===== src/rtl/ov7670_axis_capture_fifo.sv =====
// Purpose: OV7670 byte stream -> 16-bit pixels -> FWFT FIFO -> AXI4-Stream master (tuser=SOF, tlast=EOL).
// Latency: pixel held one pixel in a pending register, then visible on m_axis_tvalid 1 cycle after its FIFO write.
// Backpressure: honours m_axis_tready; a write into a full FIFO drops the rest of the frame and flags overflow.

// Purpose: generic first-word-fall-through FIFO, power-of-2 depth.
// Latency: written word is visible on rd_vld/rd_dat on the cycle after the write.
// Backpressure: wr_rdy low only when full with no pop in the same cycle; rd_dat forced to 0 while empty.
module fifo_fwft #(
    parameter int WIDTH = 18,
    parameter int DEPTH = 16
) (
    input  logic             clk,
    input  logic             rst_n,
    input  logic             wr_vld,
    input  logic [WIDTH-1:0] wr_dat,
    output logic             wr_rdy,
    output logic             rd_vld,
    output logic [WIDTH-1:0] rd_dat,
    input  logic             rd_rdy
);
    localparam int AW = $clog2(DEPTH);
    localparam logic [AW:0] FULL_CNT = (AW+1)'(DEPTH);

    logic [WIDTH-1:0] mem [DEPTH];
    logic [AW-1:0]    wr_ptr, rd_ptr;
    logic [AW:0]      count;
    logic             push, pop;

    assign rd_vld = (count != '0);
    assign pop    = rd_vld & rd_rdy;
    // A pop frees the slot the write lands in, so full+pop still accepts.
    assign wr_rdy = (count != FULL_CNT) | pop;
    assign push   = wr_vld & wr_rdy;
    assign rd_dat = rd_vld ? mem[rd_ptr] : '0;

    always_ff @(posedge clk) begin
        if (push) begin
            mem[wr_ptr] <= wr_dat;
        end
    end

    always_ff @(posedge clk or negedge rst_n) begin
        if (!rst_n) begin
            wr_ptr <= '0;
            rd_ptr <= '0;
            count  <= '0;
        end else begin
            if (push) wr_ptr <= wr_ptr + 1'b1;
            if (pop)  rd_ptr <= rd_ptr + 1'b1;
            case ({push, pop})
                2'b10:   count <= count + 1'b1;
                2'b01:   count <= count - 1'b1;
                default: count <= count;
            endcase
        end
    end
endmodule

module ov7670_axis_capture_fifo #(
    parameter int DATA_WIDTH = 16,
    parameter int FIFO_DEPTH = 16,
    parameter int BYTE_SWAP  = 0,
    parameter int CNT_WIDTH  = 16
) (
    input  logic                  pclk,
    input  logic                  rst_n,
    input  logic                  enable_capture,
    input  logic                  vsync,
    input  logic                  href,
    input  logic [7:0]            d,
    input  logic                  status_clear,
    output logic [DATA_WIDTH-1:0] m_axis_tdata,
    output logic                  m_axis_tvalid,
    input  logic                  m_axis_tready,
    output logic                  m_axis_tuser,
    output logic                  m_axis_tlast,
    output logic                  overflow,
    output logic [CNT_WIDTH-1:0]  frame_count,
    output logic [CNT_WIDTH-1:0]  drop_count
);
    localparam int EW = DATA_WIDTH + 2;

    typedef enum logic [1:0] {IDLE, ACTIVE, DROP, SKIP} state_t;
    state_t state, state_nxt;

    logic                  vsync_q, phase, pend_vld, pend_user, sof_flag;
    logic [7:0]            byte_hi;
    logic [DATA_WIDTH-1:0] pend_dat, pixel;
    logic                  vs_fall, vs_rise, pix_done;
    logic                  wr_req, wr_tlast, wr_rdy, wr_ok, wr_drop;
    logic [EW-1:0]         fifo_wr_dat, fifo_rd_dat;

    assign vs_fall  = vsync_q & ~vsync;
    assign vs_rise  = ~vsync_q & vsync;
    assign pix_done = (state == ACTIVE) & href & phase & ~vs_rise;
    assign pixel    = (BYTE_SWAP != 0) ? {d, byte_hi} : {byte_hi, d};

    // Pending pixel leaves as a mid-line beat when its successor completes,
    // otherwise as end-of-line (href dropped, or frame ended with href high).
    assign wr_req      = (state == ACTIVE) & pend_vld & (pix_done | ~href | vs_rise);
    assign wr_tlast    = ~pix_done;
    assign wr_ok       = wr_req & wr_rdy;
    assign wr_drop     = wr_req & ~wr_rdy;
    assign fifo_wr_dat = {pend_user, wr_tlast, pend_dat};

    always_ff @(posedge pclk or negedge rst_n) begin
        if (!rst_n) state <= IDLE;
        else        state <= state_nxt;
    end

    always_comb begin
        state_nxt = state;
        case (state)
            IDLE:   if (vs_fall) state_nxt = enable_capture ? ACTIVE : SKIP;
            ACTIVE: if (vs_rise) state_nxt = IDLE;
                    else if (wr_drop) state_nxt = DROP;
            DROP:   if (vs_rise) state_nxt = IDLE;
            SKIP:   if (vs_rise) state_nxt = IDLE;
            default: state_nxt = IDLE;
        endcase
    end

    always_ff @(posedge pclk or negedge rst_n) begin
        if (!rst_n) begin
            vsync_q     <= 1'b0;
            phase       <= 1'b0;
            byte_hi     <= '0;
            pend_vld    <= 1'b0;
            pend_dat    <= '0;
            pend_user   <= 1'b0;
            sof_flag    <= 1'b0;
            overflow    <= 1'b0;
            frame_count <= '0;
            drop_count  <= '0;
        end else begin
            vsync_q <= vsync;

            if (state == IDLE && vs_fall && enable_capture) sof_flag <= 1'b1;
            else if (pix_done)                              sof_flag <= 1'b0;

            if (state == ACTIVE && !vs_rise && !wr_drop) begin
                phase <= href ? ~phase : 1'b0;
                if (href && !phase) byte_hi <= d;
                if (pix_done) begin
                    pend_vld  <= 1'b1;
                    pend_dat  <= pixel;
                    pend_user <= sof_flag;
                end else if (wr_ok) begin
                    pend_vld <= 1'b0;
                end
            end else begin
                // Outside ACTIVE (or on the cycle of leaving it) nothing is carried over.
                phase    <= 1'b0;
                pend_vld <= 1'b0;
            end

            if (wr_drop)           overflow <= 1'b1;
            else if (status_clear) overflow <= 1'b0;

            if (wr_drop && drop_count != '1) drop_count  <= drop_count + 1'b1;
            if (wr_ok && pend_user)          frame_count <= frame_count + 1'b1;
        end
    end

    fifo_fwft #(
        .WIDTH (EW),
        .DEPTH (FIFO_DEPTH)
    ) u_fifo (
        .clk    (pclk),
        .rst_n  (rst_n),
        .wr_vld (wr_req),
        .wr_dat (fifo_wr_dat),
        .wr_rdy (wr_rdy),
        .rd_vld (m_axis_tvalid),
        .rd_dat (fifo_rd_dat),
        .rd_rdy (m_axis_tready)
    );

    assign m_axis_tdata = fifo_rd_dat[DATA_WIDTH-1:0];
    assign m_axis_tlast = fifo_rd_dat[DATA_WIDTH];
    assign m_axis_tuser = fifo_rd_dat[DATA_WIDTH+1];
endmodule


===== config.mk =====
export PLATFORM = sky130hd
export DESIGN_NAME = ov7670_axis_capture_fifo
export DESIGN_NICKNAME = d
export VERILOG_FILES = /design/src/rtl/ov7670_axis_capture_fifo.sv
export SDC_FILE = /design/constraint.sdc
export NUM_CORES = 1
export LEC_CHECK = 0
export BUFFER_PORTS_ARGS = -buffer_cell sky130_fd_sc_hd__buf_2
export CAP_MARGIN = 10
export CORE_MARGIN = 1.5
export CORE_UTILIZATION = 40
export DETAILED_ROUTE_END_ITERATION = 10
export MAX_ROUTING_LAYER = met4
export PLACE_DENSITY = 0.61
export SYNTH_ARGS = -nofsm -noshare
export SYNTH_HDL_FRONTEND = slang
export SYNTH_SLANG_ARGS = --single-unit

===== constraint.sdc =====
create_clock -name pclk -period 3.5 [get_ports pclk]
set_input_delay 0.875 -clock pclk [delete_from_list [all_inputs] [get_ports pclk]]
set_output_delay 0.875 -clock pclk [all_outputs]
set_load 0.05 [all_outputs]

### After elaboration in Yosys (flattened, before gate mapping)

Memories as Yosys holds them, arrays and structs flattened.
Index checks and enable logic that the tools add are counted.

| operators by class | value |
|---|---|
| $add $sub $neg | 6 |
| equality and inequality tests | 11 |
| bitwise gates (word level) | 20 |
| reduce and logical (&&, ||, !) cells | 19 |
| muxes and demuxes | 19 |

Operator list:

| cell | number |
|---|---|
| adder 16 x 1 -> 16 bit, second input constant | 2 |
| 2-to-1 mux 18 bit | 1 |
| != test 16 bit, second input constant | 1 |
| 2-to-1 mux 1 bit | 11 |
| AND 1 bit | 10 |
| 2-to-1 mux 2 bit | 5 |
| one-hot mux 5 bit (2 select lines) | 1 |
| adder 4 x 1 -> 4 bit, second input constant | 2 |
| logical AND 1 bit | 7 |
| inverter 1 bit | 7 |
| == test 2 bit, second input constant | 3 |
| one-hot mux 2 bit (3 select lines) | 1 |
| nonzero test 2 bit | 3 |
| adder 5 x 1 -> 5 bit, second input constant | 1 |
| != test 5 bit, second input constant | 1 |
| nonzero test 5 bit | 1 |
| subtractor 5 x 1 -> 5 bit, second input constant | 1 |
| == test 2 x 1 -> 1 bit, second input constant | 2 |
| AND reduction 2 bit | 2 |
| logical NOT 1 bit | 3 |
| != test 3 x 2 -> 1 bit, second input constant | 1 |
| != test 3 bit, second input constant | 1 |
| bitwise OR 1 bit | 3 |
| AND reduction 3 bit | 1 |
| 4 further kinds | 4 |

| word-level totals | value |
|---|---|
| register bits after elaboration | 77 |
| output and inout bits | 52 |
| word-level logic and storage cells | 90 |
| bits of input ports | 15 |
| memories | 1 |
| RAM bits | 288 |

Memories:

| memory | words | bits a word | read ports | clocked after Yosys merged registers in | wr ports | line | source |
|---|---|---|---|---|---|---|---|
| u_fifo.mem | 16 | 18 | 1 | 0 | 1 | 24 | `logic [WIDTH-1:0] mem [DEPTH];` |

### Logic depth before layout (Yosys ltp)

Gate-level depths: netlist of the first run.

| depth | value |
|---|---|
| depth after elaboration | 11 |
| mapped depth | 10 |

### Modules after synthesis

Synthesis of the first run repeated with hierarchy kept, for this count alone.

| second synthesis, totals | value |
|---|---|
| cell total of the unflattened synthesis | 778 |
| area, all modules | 14,609.0 sq um |

Modules (own cells, without submodules):

| module | area an instance (sq um) | cells an instance | seq. area each (sq um) | times used |
|---|---|---|---|---|
| fifo_fwft | 11,886.4 | 569 | 8,973.6 | 1 |
| ov7670_axis_capture_fifo | 2,722.6 | 209 | 1,601.5 | 1 |

### Worst setup path after synthesis of the first run

OpenSTA, ideal clock, no wires.

| timing | value |
|---|---|
| kind | input to register |
| start point | input port vsync |
| end point | memory u_fifo.mem[3][0] (enable) |
| arrival time | 3.195 ns |
| data required time | 3.084 ns |
| cell stages on the path | 7 |
| setup slack | -0.111 ns |
| cell sequence | nand2b_1 > clkbuf_1 > a21o_1 > nor2_1 > clkbuf_1 > nand2_1 > nor3_1 |

| between the ends | value |
|---|---|
| word-level cells in the longest chain between the ends | 9 |

RTL lines:

| what | line | source |
|---|---|---|
| from (decl) | 68 | `input logic vsync,` |
| AND 1 bit (*) | 94 | `assign vs_rise = ~vsync_q & vsync;` |
| inverter 1 bit | 95 | `assign pix_done = (state == ACTIVE) & href & phase & ~vs_rise;` |
| AND 1 bit | 95 |  |
| bitwise OR 1 bit | 100 | `assign wr_req = (state == ACTIVE) & pend_vld & (pix_done \| ~href \| vs_rise);` |
| bitwise OR 1 bit (*) | 100 |  |
| AND 1 bit (*) | 100 |  |
| AND 1 bit (*) | 33 | `assign push = wr_vld & wr_rdy;` |
| 2-to-1 mux 1 bit (*) | 37 | `if (push) begin` |
| 2-to-1 mux 1 bit (not written as such) (*) | 38 | `mem[wr_ptr] <= wr_dat;` |
| to (decl) | 24 |  |

Mark *: on every way between the ends. The rest lies on a longest branch, timed or not.

### Worst setup path in the final report of the first run

| timing | value |
|---|---|
| start point | register u_fifo.rd_ptr[0] |
| end point | output port m_axis_tlast |

| between the ends | value |
|---|---|
| word-level cells in the longest chain between the ends | 2 |

RTL lines:

| what | line | source |
|---|---|---|
| from (decl) | 25 | `logic [AW-1:0] wr_ptr, rd_ptr;` |
| from (signal assigned) | 49 | `if (pop) rd_ptr <= rd_ptr + 1'b1;` |
| memory (16 x 18 bit) | -- |  |
| 2-to-1 mux 18 bit | 34 | `assign rd_dat = rd_vld ? mem[rd_ptr] : '0;` |
| to (decl) | 76 | `output logic m_axis_tlast,` |

No other way between the ends.

==> results of run 1 <==
## cells by family (layout without fill, tap and decap cells)
family | count (synthesis) | in the layout | synth area share (%)
flops | 365 | 365 | 73.82
mux | 137 | 137 | 16.10
simple gates | 112 | 112 | 3.974
xor+xnor | 40 | 40 | 2.445
buf+inv | 38 | 191 | 1.231
compound gates | 35 | 35 | 1.729
fa+ha+maj | 8 | 8 | 0.6987
other cells | 0 | 2 | 0
## worst reg2reg max path: cells and delay by family (launching register included)
kind,cells,cell delay (ns)
buffers and inverters,1,0.22
AND/OR/NAND/NOR,5,1.69
flip-flops,1,0.44
## how the worst min path moves through the flow
stage | from | endpoint | slack [ns] | cells after the start
final | rst_n | frame_count[14] | 0.36 | 1
after global routing | rst_n | frame_count[9] | 0.41 | 1
after CTS | rst_n | frame_count[9] | 0.37 | 1
after detailed placement | frame_count[15] | frame_count[15] | 0.46 | 1
after global placement | frame_count[15] | frame_count[15] | 0.47 | 1
after floorplan | sof_flag | sof_flag | 0.47 | 1
## flip-flops by register name, summed over array words and instances, names as in the netlist
register	cells
sof_flag	1
u_fifo.wr_ptr	4
frame_count	16
u_fifo.count	5
vsync_q	1
u_fifo.rd_ptr	4
pend_vld	1
u_fifo.mem	288
pend_user	1
phase	1
overflow	1
byte_hi	8
drop_count	16
pend_dat	16
state	2
## metal layers
layer	wire length, µm	share of wire, %	vias up
li1	-	-	3185
met5	0	0	-
met1	13860	46	3765
met2	13840	46	207
met3	1841	6.1	39
met4	531	1.8	0
## metrics by stage
stage | cell area [µm²] | util [%]
floorplan | 14350 | -
global placement | 15540 | 43.89
detailed placement | 15540 | 43.89
CTS | 16750 | 47.33
global route | 16800 | 47.47
finish | 16800 | 47.47
## power groups by stage
stage / combinational [µW] / sequential (µW) / clock [µW]
global route: 3740 / 5990 / 4110
CTS: 3510 / 5920 / 3950
floorplan: 2710 / 5680 / 0
global placement: 3430 / 6030 / 0
detailed placement: 3440 / 6050 / 0
finish: 3500 / 5920 / 3860
## layout make-up
cell class,count,share of cell area [%]
Multi-Input combinational cell,332,21.72
Inverter,6,0.1340
Clock inverter,14,0.6628
Timing Repair Buffer,115,4.535
Antenna cell,2,0.02979
Tap cell,461,3.433
Sequential cell,365,62.98
Clock buffer,56,6.501
## repair_timing
action / CTS / global route
setup buffers: 1 / 5
setup endpoints to repair: 15 / 3
resized for setup: 0 / 1
pin swaps: 0 / 0
cloned: 0 / 0
## cell usage after synthesis
cell / n
buf_6: 3
nor2b_1: 3
ha_1: 8
o22ai_1: 19
or4_1: 1
a21o_1: 2
nand4b_2: 1
nand3_1: 15
nor4_1: 4
mux2i_1: 37
nor2_1: 25
nand2_1: 26
and2_1: 2
o21ai_0: 5
a32oi_1: 1
a41oi_4: 1
clkbuf_1: 16
o21ai_1: 1
buf_1: 6
a2111o_1: 1
nand3b_1: 1
mux2_2: 28
a22o_1: 1
nor4b_1: 1
buf_2: 6
a31o_2: 2
nor3_1: 7
a21oi_1: 2
or4_4: 1
buf_4: 1
inv_1: 6
xnor2_1: 33
nand4_1: 12
and3_1: 4
mux4_2: 72
xor2_1: 7
and4_1: 2
edfxtp_1: 288
nand2b_1: 7
dfrtp_1: 77
==> impl_metrics.csv, run 1 <==
group,metric,value,unit
status,status,"finished clean",
route,drt_iter0_markers,530,
clock_network,cts_buffer_depth,3,
worst_setup_path,cp_cell_sequence,"buf_4, mux4_2, mux2i_1, o22ai_1, buf_2",
global_route,top_usage_layer,"met2",
floorplan,die_area,36960,µm²
place,placed_cells,1273,
pwr,switchingPower,4177,µW
clock_network,clkLatencyLatePin,0.52,ns
worst_setup_path,slowest_delay,0.59,ns
place,finalWeightedCongestion,0.7399,
pwr,intPower,9099,µW
route,via_per_inst,5.326,
worst_setup_path,arrival,2.45,ns
worst_setup_path,rr_worst_depth,6,
worst_setup_path,crit_type,"flop to primary output",
pwr,power_frac_clock,29.0,%
cells_and_area,num-fill-cells,3005,
sta,hold_slack,0.3566,ns
floorplan,rows,69,
clock_network,cts_tree,"built",
yosys,synth_cell_type_count,40,
clock_network,cts-root-buf,"clkbuf_16",
floorplan,die_width,192.3,µm
global_route,grt_max_degree,47,
sta,rsz0062_at_grt,"false",
global_route,grt_use_met1,24.50,%
sta,setup_viol,0,
route,wire_per_inst,22.25,µm
sta,finalHoldViolations,0,
yosys,synth_top_area_share,60.37,%
yosys,syn-num-nets,758,
sta,slew-limit-headroom,48.95,%
place,pre_cts_ws,0.4337,ns
worst_setup_path,r2r_start,"u_fifo.count[0]",
worst_setup_path,r2r-end,"u_fifo.mem[6][13]",
place,io_buffer_count,66,
clock_network,ctsHoldBuffers,0,
route,dr.pass1.iters,4,
pwr,p_per_area,790.2,nW/µm²
cells_and_area,final_common_cell,"edfxtp_1",
worst_setup_path,setup.worst_path.start,"u_fifo.rd_ptr[0]",
yosys,yosys_warnings,0,
cells_and_area,layout.nets,881,
worst_setup_path,slowest_stage,"dfrtp_4",
place,dp_hpwl,18290,µm
yosys,syn_area_per_cell,19.49,µm²
sta,max_freq,300.5,MHz
pwr,comb_power_share,26.4,%
worst_setup_path,required,2.62,ns
cells_and_area,multi_input_area,3650,µm²
worst_setup_path,cp-start-kind,"flop",
sta,drv_slew,0,
global_route,grt_first_pass_wirelength,45450,µm
sta,fin_ws,0.1717,ns
yosys,ys_top_cells_by_area,"edfxtp_1, dfrtp_1, mux4_2",
flow_run,cap_violations,0,
pwr,power_leakage,0.006029,µW
yosys,synth_area,14330,µm²
cells_and_area,final_cells,1351,
route,drt_wl_total,30060,µm
cells_and_area,drive_above_1_share,32.43,%
global_route,grt.overflow.total,0,
sta,tns,0,ns
route,drc,0,
yosys,ys_ff_latch,365,
global_route,met2_usage,25.66,%
yosys,seq_area_frac_synth,73.82,%
global_route,grt_pass1_vias,7394,
sta,clock_skew,0.01101,ns
floorplan,die_h,192.3,µm
cells_and_area,final_cell_mix,"edfxtp_1, dfrtp_1, mux4_2",
cells_and_area,seqCellArea,10580,µm²
floorplan,io_pins,67,
clock_network,cts_buffers,38,
cells_and_area,syn2layout_area_growth,17.28,%
worst_hold_path,worstHoldPathType,"input port to async pin",
yosys,syn_inst,735,
worst_setup_path,path_buf_inv,2,
global_route,antenna_found_initial,3,
sta,fin_crit,3.328,ns
global_route,met3_usage,3.528,%
floorplan,coreArea,35400,µm²
pwr,switching_share,31.46,%
worst_setup_path,r2r_slack,0.89,ns
worst_setup_path,cp-end-kind,"primary output",
route,via_count,7196,
route,postRouteAntennaNets,0,
worst_setup_path,crit_path_end,"m_axis_tlast",
worst_setup_path,path_depth,5,
pwr,power,13280,µW
clock_network,cts_sinks,365,
yosys,synth_top_area_cell,"edfxtp_1",
floorplan,initial_core_util,40.47,%
clock_network,clk_pin_slew_worst_paths,0.06,ns
pwr,ir_drop,0.0004800,V
sta,tightest_slew,0.7657,ns
clock_network,htreeDepth,2,
worst_setup_path,cp_max_fo,13,
pwr,p_seq_share,44.6,%
worst_setup_path,crit_family,"multiplexers",
global_route,grt_usage,17.30,%
sta,min_period_over_period,95.09,%
No activity file was read; power rests on OpenSTA's default activity.
==> run 2: changes to the inputs <==
Settings changed: PLACE_DENSITY 0.61 to default.
==> impl_metrics.csv, run 2 (synthesis results as in run 1) <==
group,metric,value,unit
clock_network,clkLatencyLatePin,0.52,ns
pwr,power_leakage,0.006023,µW
floorplan,initial_core_util,40.47,%
global_route,grt_first_pass_wirelength,45020,µm
worst_setup_path,cp-end-kind,"primary output",
floorplan,io_pins,67,
cells_and_area,num-fill-cells,2943,
sta,tightest_slew,0.8603,ns
route,dr.pass1.iters,4,
cells_and_area,syn2layout_area_growth,17.21,%
clock_network,ctsHoldBuffers,0,
route,wire_per_inst,22.13,µm
sta,min_period_over_period,97.46,%
floorplan,die_area,36960,µm²
clock_network,htreeDepth,2,
worst_setup_path,r2r_slack,0.87,ns
cells_and_area,largest_register_ffs,288,
worst_setup_path,rr_worst_depth,7,
pwr,intPower,9145,µW
pwr,switching_share,31.82,%
worst_setup_path,required,2.62,ns
worst_setup_path,r2r_start,"u_fifo.count[1]",
global_route,grt_max_degree,69,
clock_network,cts_tree,"built",
worst_setup_path,crit_type,"flop to primary output",
global_route,grt_pass1_vias,7380,
clock_network,cts_sinks,365,
sta,slew-limit-headroom,42.65,%
worst_setup_path,arrival,2.54,ns
pwr,p_per_area,798.7,nW/µm²
route,drt_iter0_markers,661,
pwr,power_frac_clock,29.6,%
floorplan,coreArea,35400,µm²
cells_and_area,drive_above_1_share,32.39,%
sta,hold_slack,0.4623,ns
sta,fin_crit,3.411,ns
worst_setup_path,r2r-end,"u_fifo.mem[15][11]",
clock_network,cts_buffer_depth,3,
global_route,grt_usage,17.05,%
cells_and_area,design_area,16790,µm²
pwr,comb_power_share,26.3,%
place,io_buffer_count,66,
sta,tns,0,ns
global_route,antenna_found_initial,3,
place,dp_hpwl,18310,µm
clock_network,cts-root-buf,"clkbuf_16",
route,via_per_inst,5.336,
worst_hold_path,worstHoldPathType,"input port to async pin",
pwr,ir_drop,0.0007909,V
cells_and_area,postLayoutCoreUtil,47.44,%
sta,clock_skew,0.01725,ns
place,finalWeightedCongestion,0.7640,
cells_and_area,final_cell_mix,"edfxtp_1, dfrtp_1, mux4_2",
global_route,grt.overflow.total,0,
clock_network,cts_buffers,39,
cells_and_area,final_common_cell,"edfxtp_1",
pwr,switchingPower,4268,µW
cells_and_area,largest-register,"u_fifo.mem",
route,drt_wl_total,29750,µm
route,via_count,7171,
flow_run,cap_violations,0,
status,status,"finished clean",
pwr,p_seq_share,44.1,%
clock_network,clk_pin_slew_worst_paths,0.06,ns
sta,drv_slew,0,
floorplan,die_width,192.3,µm
route,postRouteAntennaNets,0,
floorplan,die_h,192.3,µm
clock_network,ctsResizeCount,0,
cells_and_area,layout.nets,874,
place,pre_cts_ws,0.5378,ns
sta,max_freq,293.2,MHz
sta,rsz0062_at_grt,"false",
sta,finalHoldViolations,0,
sta,fin_ws,0.08895,ns
floorplan,rows,69,
place,dpl_cell_area,15520,µm²
route,drc,0,
worst_setup_path,cp-start-kind,"flop",
sta,setup_viol,0,
worst_setup_path,cp_max_fo,18,
-- run 2: worst max-delay path, cell delays in order (launching register included) --
cell and delay [ns]:
dfrtp_1 0.47, nor4_1 0.38, nand2b_1 0.22, nand2b_1 0.12, buf_4 0.31, o22ai_1 0.24
buf_2 0.27
-- run 2: layout make-up --
cell class / count / area (µm²) / area share, %
clock inverter: 15 / 132.6 / 0.7898
sequential: 365 / 10580 / 63.01
multi-input combinational: 332 / 3650 / 21.73
inverter: 6 / 22.52 / 0.1341
antenna: 3 / 7.507 / 0.04471
tap: 461 / 576.8 / 3.435
timing repair buffer: 107 / 703.2 / 4.187
clock buffer: 55 / 1119 / 6.661
-- run 2: worst max-delay path by stage --
| stage | startpoint | slack (ns) | depth (start not counted) | end |
|---|---|---|---|---|
| 2_1_floorplan | u_fifo.count[1] | 0.33 | 7 | m_axis_tdata[10] |
| 3_3_place_gp | u_fifo.rd_ptr[0] | 0.52 | 5 | m_axis_tdata[6] |
| 3_5_place_dp | vsync | 0.54 | 8 | u_fifo.mem[11][1] |
| 4_1_cts | u_fifo.rd_ptr[0] | 0.10 | 5 | m_axis_tlast |
| 5_1_grt | u_fifo.count[0] | 0.02 | 6 | m_axis_tdata[6] |
| 6_report | u_fifo.count[1] | 0.09 | 6 | m_axis_tdata[6] |
-- run 2: repair_timing --
item,in CTS,in global routing
endpoints found under the setup margin,1,0
buffers inserted,2,0
endpoints found under the hold margin,0,0
-- run 2: per-stage QoR --
| stage | std cells | total power, µW |
|---|---|---|
| floorplan | 735 | 8386 |
| global placement | 1269 | 9555 |
| detailed placement | 1269 | 9569 |
| CTS | 1341 | 13560 |
| global route | 1344 | 13980 |
| finish | 1344 | 13410 |
-- run 2: routing by layer --
layer  share of wire, %  global-route usage, %
met5                  0                      -
met1                 46                  23.57
met4                2.4                  4.830
met3                4.8                  2.528
met2                 47                  26.48
-- run 2: power groups by stage --
| stage | Sequential (µW) | Clock [µW] | Combinational (µW) |
|---|---|---|---|
| after global routing | 5990 | 4240 | 3750 |
| after global placement | 6020 | 0 | 3530 |
| after floorplan | 5680 | 0 | 2710 |
| final | 5920 | 3970 | 3530 |
| after detailed placement | 6040 | 0 | 3530 |
| after CTS | 5930 | 4060 | 3580 |
